**config.mk**
```make
export PLATFORM = sky130hd
export DESIGN_NAME = aud_i2c_arb
export DESIGN_NICKNAME = d
export VERILOG_FILES = /design/src/rtl/aud_i2c_arb.sv
export SDC_FILE = /design/constraint.sdc
export NUM_CORES = 1
export LEC_CHECK = 0
export BUFFER_PORTS_ARGS = -buffer_cell sky130_fd_sc_hd__buf_2
export CAP_MARGIN = 5
export CORE_ASPECT_RATIO = 1.75
export CORE_MARGIN = 2
export CORE_UTILIZATION = 53
export DETAILED_ROUTE_END_ITERATION = 10
export GPL_TIMING_DRIVEN = 0
export PLACE_DENSITY = 0.91
export SYNTH_ARGS = -nofsm -noshare
export SYNTH_HDL_FRONTEND = slang
export SYNTH_SLANG_ARGS = --single-unit
```
**constraint.sdc**
```tcl
create_clock -name CLOCK_50 -period 3.2 [get_ports CLOCK_50]
set_input_delay 0.64 -clock CLOCK_50 [delete_from_list [all_inputs] [get_ports CLOCK_50]]
set_output_delay 0.64 -clock CLOCK_50 [all_outputs]
set_load 0.05 [all_outputs]
```
**src/rtl/aud_i2c_arb.sv**
```systemverilog
// aud_i2c_arb: two-client arbiter/sequencer in front of the codec I2C write
// engine. Client 0 is the power-up init sequencer; client 1 is the runtime
// control path. One 16-bit register write is granted at a time. The sequence
// is setup hold, start strobe, wait for the engine busy/idle cycle, ack, then
// an inter-write gap.
//
// Optional build macro: AUD_ARB_TIMEOUT_EN adds a WAIT-state timeout. When a
// transfer times out it is acked with err=1. Without the macro, WAIT holds
// indefinitely and err is tied 0.
//
// Handshake: a client raises reqN with addrN/dataN valid and holds all three
// until ackN pulses for one cycle. The request is sampled only in IDLE, and
// addr/data are latched at the grant. If reqN is still high in the cycle
// after ackN, it is taken as a fresh request and is arbitrated after the gap.
module aud_i2c_arb #(
  parameter logic [7:0]  DEV_ADDR  = 8'h34,
  parameter int unsigned SETUP_CYC = 5,
  parameter int unsigned START_CYC = 5,
  parameter int unsigned GAP_CYC   = 50
`ifdef AUD_ARB_TIMEOUT_EN
  , parameter int unsigned TIMEOUT_CYC = 2000000
`endif
) (
  input  logic       CLOCK_50,
  input  logic       reset,
  input  logic       req0,
  input  logic [6:0] addr0,
  input  logic [8:0] data0,
  output logic       ack0,
  input  logic       req1,
  input  logic [6:0] addr1,
  input  logic [8:0] data1,
  output logic       ack1,
  output logic [7:0] i2c_addr1,
  output logic [6:0] i2c_addr2,
  output logic [8:0] i2c_data,
  output logic       i2c_start,
  input  logic       i2c_idle,
  output logic       busy,
  output logic       owner,
  output logic       err,
  output logic [2:0] state_dbg
);

  typedef enum logic [2:0] {
    S_IDLE  = 3'd0,
    S_SETUP = 3'd1,
    S_START = 3'd2,
    S_WAIT  = 3'd3,
    S_ACK   = 3'd4,
    S_GAP   = 3'd5
  } state_t;

  // One shared down-counter serves setup, start and gap; size it for the largest.
  localparam int unsigned CNT_MAX0 = (SETUP_CYC > START_CYC) ? SETUP_CYC : START_CYC;
  localparam int unsigned CNT_MAX  = (CNT_MAX0 > GAP_CYC) ? CNT_MAX0 : GAP_CYC;
  localparam int unsigned CNT_W    = $clog2(CNT_MAX + 1);

  state_t           state;
  logic [CNT_W-1:0] count;
  logic             seen;      // engine has been observed busy in this WAIT
  logic             rr_last;   // client served most recently
  logic             gnt_valid;
  logic             gnt_sel;

`ifdef AUD_ARB_TIMEOUT_EN
  localparam int unsigned TO_W = $clog2(TIMEOUT_CYC + 1);
  logic [TO_W-1:0] wcnt;
`else
  assign err = 1'b0;
`endif

  assign i2c_addr1 = DEV_ADDR;
  assign state_dbg = state;

  // Round-robin pick: a lone request wins, and a tie goes to the client not served last.
  always_comb begin
    gnt_valid = req0 | req1;
    gnt_sel   = 1'b0;
    if (req0 && req1) gnt_sel = ~rr_last;
    else if (req1)    gnt_sel = 1'b1;
  end

  // Sequencer FSM; every output is registered here.
  always_ff @(posedge CLOCK_50) begin
    if (reset) begin
      state     <= S_IDLE;
      count     <= '0;
      seen      <= 1'b0;
      rr_last   <= 1'b1;
      owner     <= 1'b0;
      i2c_start <= 1'b0;
      i2c_addr2 <= '0;
      i2c_data  <= '0;
      ack0      <= 1'b0;
      ack1      <= 1'b0;
      busy      <= 1'b0;
`ifdef AUD_ARB_TIMEOUT_EN
      err       <= 1'b0;
      wcnt      <= '0;
`endif
    end else begin
      ack0 <= 1'b0;
      ack1 <= 1'b0;
`ifdef AUD_ARB_TIMEOUT_EN
      err  <= 1'b0;
`endif
      case (state)
        S_IDLE: begin
          if (gnt_valid) begin
            owner     <= gnt_sel;
            rr_last   <= gnt_sel;
            i2c_addr2 <= gnt_sel ? addr1 : addr0;
            i2c_data  <= gnt_sel ? data1 : data0;
            busy      <= 1'b1;
            count     <= CNT_W'(SETUP_CYC - 1);
            state     <= S_SETUP;
          end
        end
        S_SETUP: begin
          if (count == '0) begin
            count     <= CNT_W'(START_CYC - 1);
            i2c_start <= 1'b1;
            state     <= S_START;
          end else begin
            count <= count - 1'b1;
          end
        end
        S_START: begin
          if (count == '0) begin
            i2c_start <= 1'b0;
            seen      <= 1'b0;
`ifdef AUD_ARB_TIMEOUT_EN
            wcnt      <= '0;
`endif
            state     <= S_WAIT;
          end else begin
            count <= count - 1'b1;
          end
        end
        S_WAIT: begin
          // Idle is trusted only after the engine has first shown busy.
          if (seen && i2c_idle) begin
            ack0  <= ~owner;
            ack1  <= owner;
            state <= S_ACK;
          end
`ifdef AUD_ARB_TIMEOUT_EN
          else if (wcnt == TO_W'(TIMEOUT_CYC - 1)) begin
            ack0  <= ~owner;
            ack1  <= owner;
            err   <= 1'b1;
            state <= S_ACK;
          end else begin
            wcnt <= wcnt + 1'b1;
          end
`endif
          if (!i2c_idle) seen <= 1'b1;
        end
        S_ACK: begin
          count <= CNT_W'(GAP_CYC - 1);
          state <= S_GAP;
        end
        S_GAP: begin
          if (count == '0) begin
            busy  <= 1'b0;
            state <= S_IDLE;
          end else begin
            count <= count - 1'b1;
          end
        end
        default: begin
          i2c_start <= 1'b0;
          busy      <= 1'b0;
          state     <= S_IDLE;
        end
      endcase
    end
  end

endmodule
```
Yosys cells after proc, flatten, opt, wreduce, memory -nomap -nowiden
Cells that the tools add are included.

word-level totals
  register bits after elaboration = 32
  output and inout bits = 33
  bits of input ports = 37

cells by class
  reductions and logical operators = 16
  equality and inequality tests = 12
  add/sub/neg operators = 1
  muxes and demuxes = 21
  bitwise logic cells = 7

operators with widths
  cell                 number
  $pmux 6 s4           1
  $mux 6               3
  $pmux 3 s6           1
  $mux 3               5
  $ne 2x2->1 const B   7
  $reduce_and 3->1     4
  $mux 9               1
  $reduce_or 4->1      2
  $mux 7               1
  $eq 3x2->1 const B   2
  $eq 3x3->1 const B   2
  $logic_not 6->1      1
  $mux 1               6
  $not 1->1            6
  $pmux 1 s3           2
  $sub 6x1->6 const B  1
  $reduce_and 5->1     1
  $reduce_bool 4->1    1
  $eq 3x1->1 const B   1
  $logic_not 3->1      1
  $reduce_or 3->1      1
  $logic_and 1x1->1    2
  $pmux 1 s2           1
  $reduce_and 2->1     1
  3 further kinds      3

Depth between registers and ports, before layout
Gate-level depths: netlist of the first run.

  depth after elaboration = 4
  gate-level depth with buffers = 7
  depth with buffers taken out = 6

Worst setup path after synthesis of the first run
OpenSTA, ideal clock, no wires.

  kind = flip-flop to flip-flop
  start point = reg state[1], in the netlist state_dbg[1]
  end point = reg count[3]
  path slack = 1369 ps
  data arrival time = 1746 ps
  cell stages (with the launch flop) = 6
  period minus slack after synthesis = 1831 ps
  path buffers = 1
  cells stage by stage = dfxtp_1 > buf_2 > nor3b_1 > o22ai_1 > or3_2 > o31ai_2

on the way
  cells in the longest elaborated chain, start to end = 4
  elaborated cells between the ends (all ways) = 11
  those cells by class = eq/ne (6); mux (1); reduce/logical (4)

ends and longest elaborated chain
  element                                                                  line  RTL
  start: declaration                                                       59    state_t state;
  start signal: assignment                                                 87    state <= S_IDLE;
  start signal: assignment                                                 117   state <= S_SETUP;
  start signal: assignment                                                 124   state <= S_START;
  $eq 3x3->1 / $eq 3x2->1 (equally long branches)                          108   case (state)
  $reduce_or 2->1 (no source line)                                         --
  $ne 2x2->1 (no source line) / $reduce_bool 4->1 (equally long branches)  --
  $reduce_and 3->1 (no source line)                                        --
  end signal: assignment                                                   116   count <= CNT_W'(SETUP_CYC - 1);
  end signal: assignment                                                   122   count <= CNT_W'(START_CYC - 1);
  end signal: assignment                                                   126   count <= count - 1'b1;
  end: declaration                                                         60    logic [CNT_W-1:0] count;

Several ways; a longest one is shown, not always the timed one.
A chain may end at the register's enable or synchronous reset.

Final worst setup path of the first run
  start point = reg count[0]
  end point = reg count[3]

on the way
  cells in the longest elaborated chain, start to end = 3
  elaborated cells between the ends (all ways) = 7
  those cells by class = add/sub (1); eq/ne (1); mux (3); reduce/logical (2)

ends and longest elaborated chain
  element                                                line
  $sub 6x1->6 / $logic_not 6->1 (equally long branches)  --
  $mux 6 (tied with other cells)                         130, 165
  $pmux 6 s4 / $reduce_and 3->1 (equally long branches)  --

Several ways; a longest one is shown, not always the timed one. The select of a mux whose other input is x is not followed.

==> flow_metrics.env, run 1 <==
export IMPL_die_x_microns=48.99
export IMPL_die_height_microns=82.72
export IMPL_finalHoldViolCount=0
export IMPL_crit_path_start_kind="flop"
export IMPL_timing_rr_end="count[3]$_SDFFE_PP0P_"
export IMPL_cp_end_kind="flop"
export IMPL_track_usage=0.2663
export IMPL_status="completed"
export IMPL_ys_types=65
export IMPL_ys_ff_latch=32
export IMPL_post_drt_wl_per_cell_microns=15.75
export IMPL_post_place_cells=322
export IMPL_worstPathRequired_ps=3370
export IMPL_wl_mm=5.197
export IMPL_core_area_sq_um=3398
export IMPL_synth_area_top_cells="dfxtp_1 (34%), mux2i_1 (8.5%), a211oi_1 (6.4%), nor2_1 (4.6%), buf_4 (4.4%)"
export IMPL_rr_worst_depth=6
export IMPL_drt_first_pass_iters=4
export IMPL_setup_viol=0
export IMPL_startpoint="count[0]$_SDFFE_PP0P_"
export IMPL_ys_flop_type="dfxtp_1"
export IMPL_antenna_found_initial=0
export IMPL_crit_family="simple AND/OR/NAND/NOR gates"
export IMPL_cts_setup_buffers=0
export IMPL_drv_cap=0
export IMPL_core_rowCount=28
export IMPL_final_setup_worst_slack_ps=1096
export IMPL_num_antenna_cells=0
export IMPL_post_dp_hpwl_mm=3.859
export IMPL_ant_nets=0
export IMPL_grt_ovfl_total=0
export IMPL_netlist_area_leader_share=0.3413
export IMPL_crit_type="reg -> reg"
export IMPL_htreeDepth=2
export IMPL_synthArstFlopShare=0
export IMPL_clk_path_buf_depth=2
export IMPL_relSlewSlack=0.5917
export IMPL_finClkSkew_ps=4.880
export IMPL_vias=1884
export IMPL_fmax_mhz=475.4
export IMPL_setup_tns_final_ps=0
export IMPL_period_share=0.6574
export IMPL_pre_cts_slack_ps=1138
export IMPL_grt_start_max_net_pins=11
export IMPL_cts_resized=0
export IMPL_p_leak_nw=1.052
export IMPL_portBuffers=59
export IMPL_rsz0062_at_grt="false"
export IMPL_synthCells=211
export IMPL_tritoncts="yes"
export IMPL_gp_congestion=0.9637
export IMPL_post_route_min_period_ps=2104
export IMPL_clk_latency_ps=290
export IMPL_design_die_area_sq_um=4052
export IMPL_syn_area_sq_um=1877
export IMPL_path_clk_slew_ps=70
export IMPL_crit_end="count[3]$_SDFFE_PP0P_"
export IMPL_r2r_setup_slack_ps=1100
export IMPL_numCtsBuffers=5
export IMPL_final_nets=322
export IMPL_cts_hold_buffers_added=0
export IMPL_critical_path_buf_inv_count=1
export IMPL_synth_top_area_cell="dfxtp_1"
export IMPL_crit_arrival_ps=2270
export IMPL_regToRegStartpoint="count[0]$_SDFFE_PP0P_"
export IMPL_cts_sink_count=32
export IMPL_root_buffer="clkbuf_8"
export IMPL_worstHoldPathType="reg -> reg"
export IMPL_io_pins=70
export IMPL_vias_per_cell=5.709
export IMPL_slowest_stage="or4b_4"
export IMPL_area_delta_synth_final_pct=25.07
export IMPL_powerDensity_nw_per_um2=1106
export IMPL_final_cells=330
export IMPL_worst_pin_slew_ps=606.8
export IMPL_path_cells="inv_1, ha_1, or4b_4, nand2b_4, a2111oi_4, o31ai_2"
export IMPL_drive_gt1_frac=0.3684
export IMPL_grt_pass1_wl_mm=8.204
export IMPL_yosys_warnings=0
export IMPL_drtIter0Drc=68
export IMPL_critPathMaxFanout=7
export IMPL_grt_pass1_vias=1751
export IMPL_initial_core_util=0.5523
export IMPL_maxSlewViolCount=0
export IMPL_ys_seq_area_frac=0.3413
export IMPL_syn_avg_cell_area_sq_um=8.895
export IMPL_drc=0
export IMPL_ir_drop_mv=0.7082
export IMPL_slowest_delay_ps=530
export IMPL_synth_edf_count=0
export IMPL_cp_depth=6
[synth_stat cells (2+ instances only)]
library cell and count:
nand2_1 4, inv_1 6, or2_2 2, dfxtp_1 32, nand3_1 4, a22oi_1 2
a21oi_1 10, o211ai_1 2, a31oi_1 2, nor2_1 23, o21ai_1 4, buf_4 11
clkbuf_1 5, conb_1 2, a211oi_1 16, buf_2 5, o31ai_2 3, nor3_1 8
nand2b_1 2, mux2i_1 16, o21ai_0 6, nor4_1 3
[cells in the final DEF, fill, tap and decap left out, types with 2 or more instances in the layout]
cell type / count
nand3_1: 4
a21oi_1: 10
o21ai_1: 4
or2_2: 2
o211ai_1: 2
clkbuf_8: 6
nor4_1: 3
dfxtp_1: 32
o31ai_2: 3
o21ai_0: 6
nor2_1: 23
nand2b_1: 2
a211oi_1: 16
nor3_1: 8
a31oi_1: 2
clkinv_2: 2
clkbuf_1: 5
buf_4: 11
buf_2: 64
mux2i_1: 16
a22oi_1: 2
nand2_1: 4
inv_1: 6
conb_1: 9
[metrics by stage]
step | utilization | power [mW] | area [sq um] | hold WS, ps
floorplan | - | 1.896 | 1903 | 469.3
global placement | 0.6635 | 2.210 | 2255 | 474.4
detailed placement | 0.6635 | 2.245 | 2255 | 471.7
CTS | 0.6907 | 2.573 | 2347 | 482.1
global route | 0.6907 | 2.742 | 2347 | 513.1
finish | 0.6907 | 2.595 | 2347 | 477.5
[worst reg2reg max path, cell delays in order (launching register included)]
cell and delay, ps:
dfxtp_1 370, inv_1 200, ha_1 240, or4b_4 530, nand2b_4 220, a2111oi_4 320
o31ai_2 90
[cell families (layout without fill, tap and decap cells)]
logic type               after synthesis  count (layout)  synth area share
adder cells (fa/ha/maj)                1               1          0.006666
flip-flops                            32              32            0.3413
AO/OA/AOI/OAI                         64              64            0.2654
multiplexers                          16              16           0.08533
AND/OR/NAND/NOR                       62              62            0.1893
XOR/XNOR                               2               2          0.009335
buffers and inverters                 32              99           0.09866
other                                  2               9          0.004001
[registers in the layout, indices dropped and copies added (netlist names), 3 cells and up]
| signal | flops |
|---|---|
| i2c_addr2 | 7 |
| count | 6 |
| state_dbg | 3 |
| i2c_data | 9 |
[layer usage]
layer / track usage / share of wire / vias up
met2: 0.5288 / 0.54 / 87
met5: 0 / 0 / -
li1: - / - / 904
met3: 0.05036 / 0.069 / 19
met1: 0.2514 / 0.35 / 874
met4: 0.1543 / 0.035 / 0
[worst min path at each step]
| stage | slack [ps] | from | to | cells after the start |
|---|---|---|---|---|
| after detailed placement | 470 | busy$_SDFFE_PP0P_ | busy$_SDFFE_PP0P_ | 2 |
| final | 480 | busy$_SDFFE_PP0P_ | busy$_SDFFE_PP0P_ | 2 |
| after CTS | 480 | busy$_SDFFE_PP0P_ | busy$_SDFFE_PP0P_ | 2 |
| after global placement | 470 | busy$_SDFFE_PP0P_ | busy$_SDFFE_PP0P_ | 2 |
| after floorplan | 470 | count[1]$_SDFFE_PP0P_ | count[1]$_SDFFE_PP0P_ | 2 |
| after global routing | 510 | busy$_SDFFE_PP0P_ | busy$_SDFFE_PP0P_ | 2 |
[where the power goes]
part / internal (mW) / switching [mW]
Sequential: 0.540 / 0.113
Clock: 0.171 / 0.157
Combinational: 0.542 / 1.07
Total: 1.25 / 1.34
[layout make-up]
| cell class | instances | area (sq um) |
|---|---|---|
| tap | 45 | 56.30 |
| timing repair buffer | 59 | 295.3 |
| clock inverter | 2 | 10.01 |
| clock buffer | 6 | 82.58 |
| multi-input combinational | 154 | 1077 |
| buffer | 25 | 158.9 |
| fill | 269 | 1051 |
| inverter | 7 | 26.28 |
| sequential | 32 | 640.6 |
(Power assumes the default switching activity.)
==> run 2: changes to the inputs <==
CORE_UTILIZATION = 44   (was 53)
PLACE_DENSITY = 0.81   (was 0.91)
clock period = 1.9 ns   (was 3.2 ns; I/O delays follow)
==> flow_metrics.env, run 2 (synthesized netlist as in run 1, its figures left out) <==
export IMPL_post_dp_hpwl_mm=3.896
export IMPL_maxSlewViolCount=0
export IMPL_period_share=0.9739
export IMPL_worstHoldPathType="in -> reg"
export IMPL_core_area_sq_um=4111
export IMPL_grt_pass1_vias=1823
export IMPL_status="completed"
export IMPL_core_rowCount=31
export IMPL_post_route_min_period_ps=1850
export IMPL_finalHoldViolCount=0
export IMPL_drtIter0Drc=44
export IMPL_vias=1827
export IMPL_crit_path_start_kind="flop"
export IMPL_tritoncts="yes"
export IMPL_final_area_sq_um=2447
export IMPL_regArea_sq_um=644.4
export IMPL_clk_path_buf_depth=2
export IMPL_vias_per_cell=5.421
export IMPL_placement_cell_area_sq_um=2260
export IMPL_gp_congestion=0.9735
export IMPL_worstPathRequired_ps=2120
export IMPL_drive_gt1_frac=0.3993
export IMPL_finClkSkew_ps=3.675
export IMPL_post_drt_wl_per_cell_microns=14.86
export IMPL_pre_cts_slack_ps=-108.1
export IMPL_root_buffer="clkbuf_8"
export IMPL_grt_start_max_net_pins=11
export IMPL_drt_first_pass_iters=4
export IMPL_numCtsBuffers=5
export IMPL_initial_core_util=0.4565
export IMPL_track_usage=0.2255
export IMPL_drc=0
export IMPL_drv_cap=0
export IMPL_p_leak_nw=1.092
export IMPL_fmax_mhz=540.4
export IMPL_final_setup_worst_slack_ps=49.53
export IMPL_clk_latency_ps=280
export IMPL_setup_viol=0
export IMPL_htreeDepth=2
export IMPL_cp_end_kind="flop"
export IMPL_top_register="i2c_data"
export IMPL_grt_ovfl_total=0
export IMPL_area_delta_synth_final_pct=30.40
export IMPL_powerDensity_nw_per_um2=1917
export IMPL_setup_tns_final_ps=0
export IMPL_largest_registers="i2c_data: 9 flops, i2c_addr2: 7 flops, count: 6 flops"
export IMPL_io_pins=70
export IMPL_crit_type="reg -> reg"
export IMPL_largest_register_ffs=9
export IMPL_final_cell_mix="buf_2 (64), dfxtp_1 (31), nor2_1 (23)"
export IMPL_die_x_microns=53.37
export IMPL_worst_pin_slew_ps=635.0
export IMPL_ir_drop_mv=1.128
export IMPL_crit_arrival_ps=2070
export IMPL_path_clk_slew_ps=70
export IMPL_critPathMaxFanout=10
export IMPL_cts_hold_buffers_added=0
export IMPL_wl_mm=5.009
export IMPL_cts_sink_count=32
export IMPL_antenna_found_initial=0
export IMPL_multiInputGateArea_sq_um=1096
export IMPL_nFillCells=396
export IMPL_num_antenna_cells=0
export IMPL_relSlewSlack=0.5767
export IMPL_final_common_cell="buf_2"
export IMPL_final_nets=325
export IMPL_design_die_area_sq_um=4825
export IMPL_ant_nets=0
export IMPL_finalHoldWorstSlack_ps=383.8
export IMPL_grt_pass1_wl_mm=8.197
export IMPL_portBuffers=59
export IMPL_die_height_microns=90.40
[run 2: repair_timing]
action / in CTS / in global routing
gates resized for setup: 3 / 8
pin swaps: 1 / 3
setup endpoints to repair: 8 / 19
buffers inserted: 2 / 1
[run 2: cell type report]
type | instances | share of cell area
multi-input cells | 154 | 0.4479
flip-flops and latches | 32 | 0.2633
repair buffers | 62 | 0.1350
plain buffers | 25 | 0.06544
clock buffers | 7 | 0.03937
well taps | 49 | 0.02505
clock inverters | 1 | 0.01227
inverters | 7 | 0.01176
[run 2: metal layers]
layer,global-route usage,vias to the layer above,share of wire
met4,0.1068,0,0.020
met5,0,-,0
met3,0.04470,10,0.051
met2,0.4136,67,0.57
li1,-,907,-
met1,0.2249,843,0.36
[run 2: path summary, 6_finish.rpt]
check        depth (start not counted)                       from                     to  slack, ps
min reg2reg                          2          busy$_SDFFE_PP0P_      busy$_SDFFE_PP0P_        480
max reg2reg                          5  state_dbg[0]$_SDFFE_PP0P_  count[2]$_SDFFE_PP0P_         50
max                                  5  state_dbg[0]$_SDFFE_PP0P_  count[2]$_SDFFE_PP0P_         50
min                                  2                      reset        ack1$_SDFF_PP0_        380
[run 2: power by group]
group | internal [mW] | leakage [nW] | switching (mW)
combinational | 1.05 | 0.763 | 1.81
sequential | 0.917 | 0.265 | 0.206
clock | 0.463 | 0.0645 | 0.250
total | 2.43 | 1.09 | 2.26
[run 2: worst max-delay path, stage by stage (launching register included)]
cell	delay [ps]
dfxtp_1	390
clkbuf_1	270
nor2_1	290
nor2_1	110
nor4_1	470
o221a_1	260
[run 2: through the flow]
stage / power, mW / utilization / std cells
after CTS: 4.634 / 0.5879 / 336
final: 4.691 / 0.5953 / 337
after global routing: 4.980 / 0.5953 / 337
after global placement: 3.740 / 0.5496 / 326
after detailed placement: 3.781 / 0.5496 / 326
after floorplan: 3.193 / - / 218
==> run 3: changes to the inputs <==
CORE_UTILIZATION = 46   (was 44)
CTS_BUF_LIST = sky130_fd_sc_hd__clkbuf_4   (was default)
PLACE_DENSITY = 0.84   (was 0.81)
==> flow_metrics.env, run 3 (synthesized netlist as in run 1, its figures left out) <==
export IMPL_final_common_cell="buf_2"
export IMPL_final_nets=329
export IMPL_wl_mm=5.104
export IMPL_setup_viol=1
export IMPL_crit_family="simple AND/OR/NAND/NOR gates"
export IMPL_post_dp_hpwl_mm=3.803
export IMPL_use_met2=0.4205
export IMPL_largest_registers="i2c_data: 9 flops, i2c_addr2: 7 flops, count: 6 flops"
export IMPL_drv_cap=0
export IMPL_relSlewSlack=0.5453
export IMPL_htreeDepth=2
export IMPL_grt_start_max_net_pins=11
export IMPL_critical_path_buf_inv_count=2
export IMPL_drive_gt1_frac=0.4055
export IMPL_regToRegStartpoint="count[0]$_SDFFE_PP0P_"
export IMPL_use_met1=0.2229
export IMPL_r2r_setup_slack_ps=-10
export IMPL_min_path_cells=2
export IMPL_area_delta_synth_final_pct=27.33
export IMPL_die_height_microns=88.50
export IMPL_drc=0
export IMPL_vias_per_cell=5.628
export IMPL_worst_pin_slew_ps=675.8
export IMPL_vias=1908
export IMPL_top_register="i2c_data"
export IMPL_maxSlewViolCount=0
export IMPL_core_area_sq_um=3904
export IMPL_power_frac_seq=0.252
export IMPL_powerDensity_nw_per_um2=1855
export IMPL_final_setup_worst_slack_ps=-13.98
export IMPL_numCtsBuffers=5
export IMPL_post_route_min_period_ps=1914
export IMPL_slowest_delay_ps=490
export IMPL_cp_end_kind="flop"
export IMPL_cts_sink_count=32
export IMPL_drtIter0Drc=31
export IMPL_p_int_mw=2.158
export IMPL_grt_pass1_vias=1740
export IMPL_antenna_found_initial=0
export IMPL_largest_register_ffs=9
export IMPL_gp_congestion=0.9844
export IMPL_post_place_cells=325
export IMPL_holdCritStartpoint="reset"
export IMPL_met3_usage=0.05068
export IMPL_track_usage=0.2258
export IMPL_tritoncts="yes"
export IMPL_ant_nets=0
export IMPL_timing_rr_end="count[2]$_SDFFE_PP0P_"
export IMPL_finClkSkew_ps=15.85
export IMPL_clk_latency_ps=350
export IMPL_path_cells="inv_4, ha_4, or4b_4, buf_4, nor4_4, nor4_1, o221a_1"
export IMPL_cts_hold_buffers_added=0
export IMPL_portBuffers=59
export IMPL_placement_cell_area_sq_um=2258
export IMPL_period_share=1.007
export IMPL_pre_cts_slack_ps=-140.2
export IMPL_crit_path_start_kind="flop"
export IMPL_ir_drop_mv=1.193
export IMPL_whs_endpoint="ack1$_SDFF_PP0_"
export IMPL_clk_path_buf_depth=2
export IMPL_critPathMaxFanout=4
export IMPL_io_pins=70
export IMPL_switching_share=0.5132
export IMPL_final_cells=339
export IMPL_post_drt_wl_per_cell_microns=15.06
export IMPL_final_area_sq_um=2390
export IMPL_fmax_mhz=522.5
export IMPL_worstHoldPathType="in -> reg"
export IMPL_rr_worst_depth=7
export IMPL_switching_power_mw=2.275
export IMPL_final_cell_mix="buf_2 (64), dfxtp_1 (30), nor2_1 (23)"
export IMPL_root_buffer="clkbuf_4"
export IMPL_grt_pass1_wl_mm=7.852
export IMPL_path_clk_slew_ps=110
export IMPL_slowest_stage="or4b_4"
export IMPL_worstPathRequired_ps=2150
export IMPL_finalHoldViolCount=0
export IMPL_p_comb_frac=0.660
export IMPL_crit_type="reg -> reg"
export IMPL_core_rowCount=30
export IMPL_design_die_area_sq_um=4627
export IMPL_grt_busiest_layer="met2"
export IMPL_die_x_microns=52.29
export IMPL_initial_core_util=0.4808
export IMPL_failed_checks="negative setup slack"
export IMPL_clkPwrFrac=0.088
export IMPL_drt_first_pass_iters=4
export IMPL_status="finished, violations left"
export IMPL_p_leak_nw=1.073
export IMPL_grt_ovfl_total=0
export IMPL_crit_arrival_ps=2160
export IMPL_num_antenna_cells=0
[run 3: worst max path at each step]
| stage | startpoint | depth (start not counted) | endpoint | slack (ps) |
|---|---|---|---|---|
| after floorplan | state_dbg[1]$_SDFFE_PP0P_ | 5 | count[3]$_SDFFE_PP0P_ | 70 |
| after global placement | count[0]$_SDFFE_PP0P_ | 6 | count[3]$_SDFFE_PP0P_ | -90 |
| after detailed placement | count[0]$_SDFFE_PP0P_ | 6 | count[3]$_SDFFE_PP0P_ | -140 |
| after CTS | count[0]$_SDFFE_PP0P_ | 6 | count[3]$_SDFFE_PP0P_ | 3 |
| after global routing | count[0]$_SDFFE_PP0P_ | 7 | count[2]$_SDFFE_PP0P_ | -60 |
| final | count[0]$_SDFFE_PP0P_ | 7 | count[2]$_SDFFE_PP0P_ | -10 |
[run 3: area by class of cell]
cell class,count,area (sq um)
flip-flops and latches,32,648.1
well taps,48,60.06
multi-input cells,154,1095
plain buffers,25,160.2
inverters,7,28.78
fillers,373,1514
clock buffers,6,45.04
clock inverters,1,5.005
repair buffers,66,347.8
[run 3: layer usage]
metal	wire, microns	vias to the layer above	share of wire
met3	295	22	0.058
met5	0	-	0
li1	-	913	-
met1	1833	889	0.36
met2	2800	84	0.55
met4	176	0	0.034
[run 3: through the flow]
step	TNS [ps]	hold WS (ps)	power, mW	utilization
after floorplan	0	469.3	3.193	-
after global placement	-298.8	469.8	3.725	0.5785
after detailed placement	-489.0	476.7	3.757	0.5785
after CTS	0	323.2	4.269	0.5987
after global routing	-55.72	343.5	4.679	0.6122
final	-13.98	324.7	4.432	0.6122
[run 3: repair_timing]
action | CTS | global route
setup buffers | 2 | 5
setup endpoints to repair | 8 | 15
pin swaps | 0 | 3
gates resized for setup | 4 | 8
hold endpoints to repair | 0 | 0
[run 3: power by group through the flow]
stage               Combinational (mW)  Clock (mW)  Sequential (mW)
floorplan                         1.53           0             1.66
global placement                  2.62           0             1.10
detailed placement                2.65           0             1.11
CTS                               2.78       0.394             1.10
global route                      3.11       0.424             1.15
finish                            2.93       0.389             1.12
[run 3: worst reg2reg max path: stages (launching register included)]
cell,delay (ps)
dfxtp_4,370
inv_4,60
ha_4,130
or4b_4,490
buf_4,160
nor4_4,240
nor4_1,100
o221a_1,260
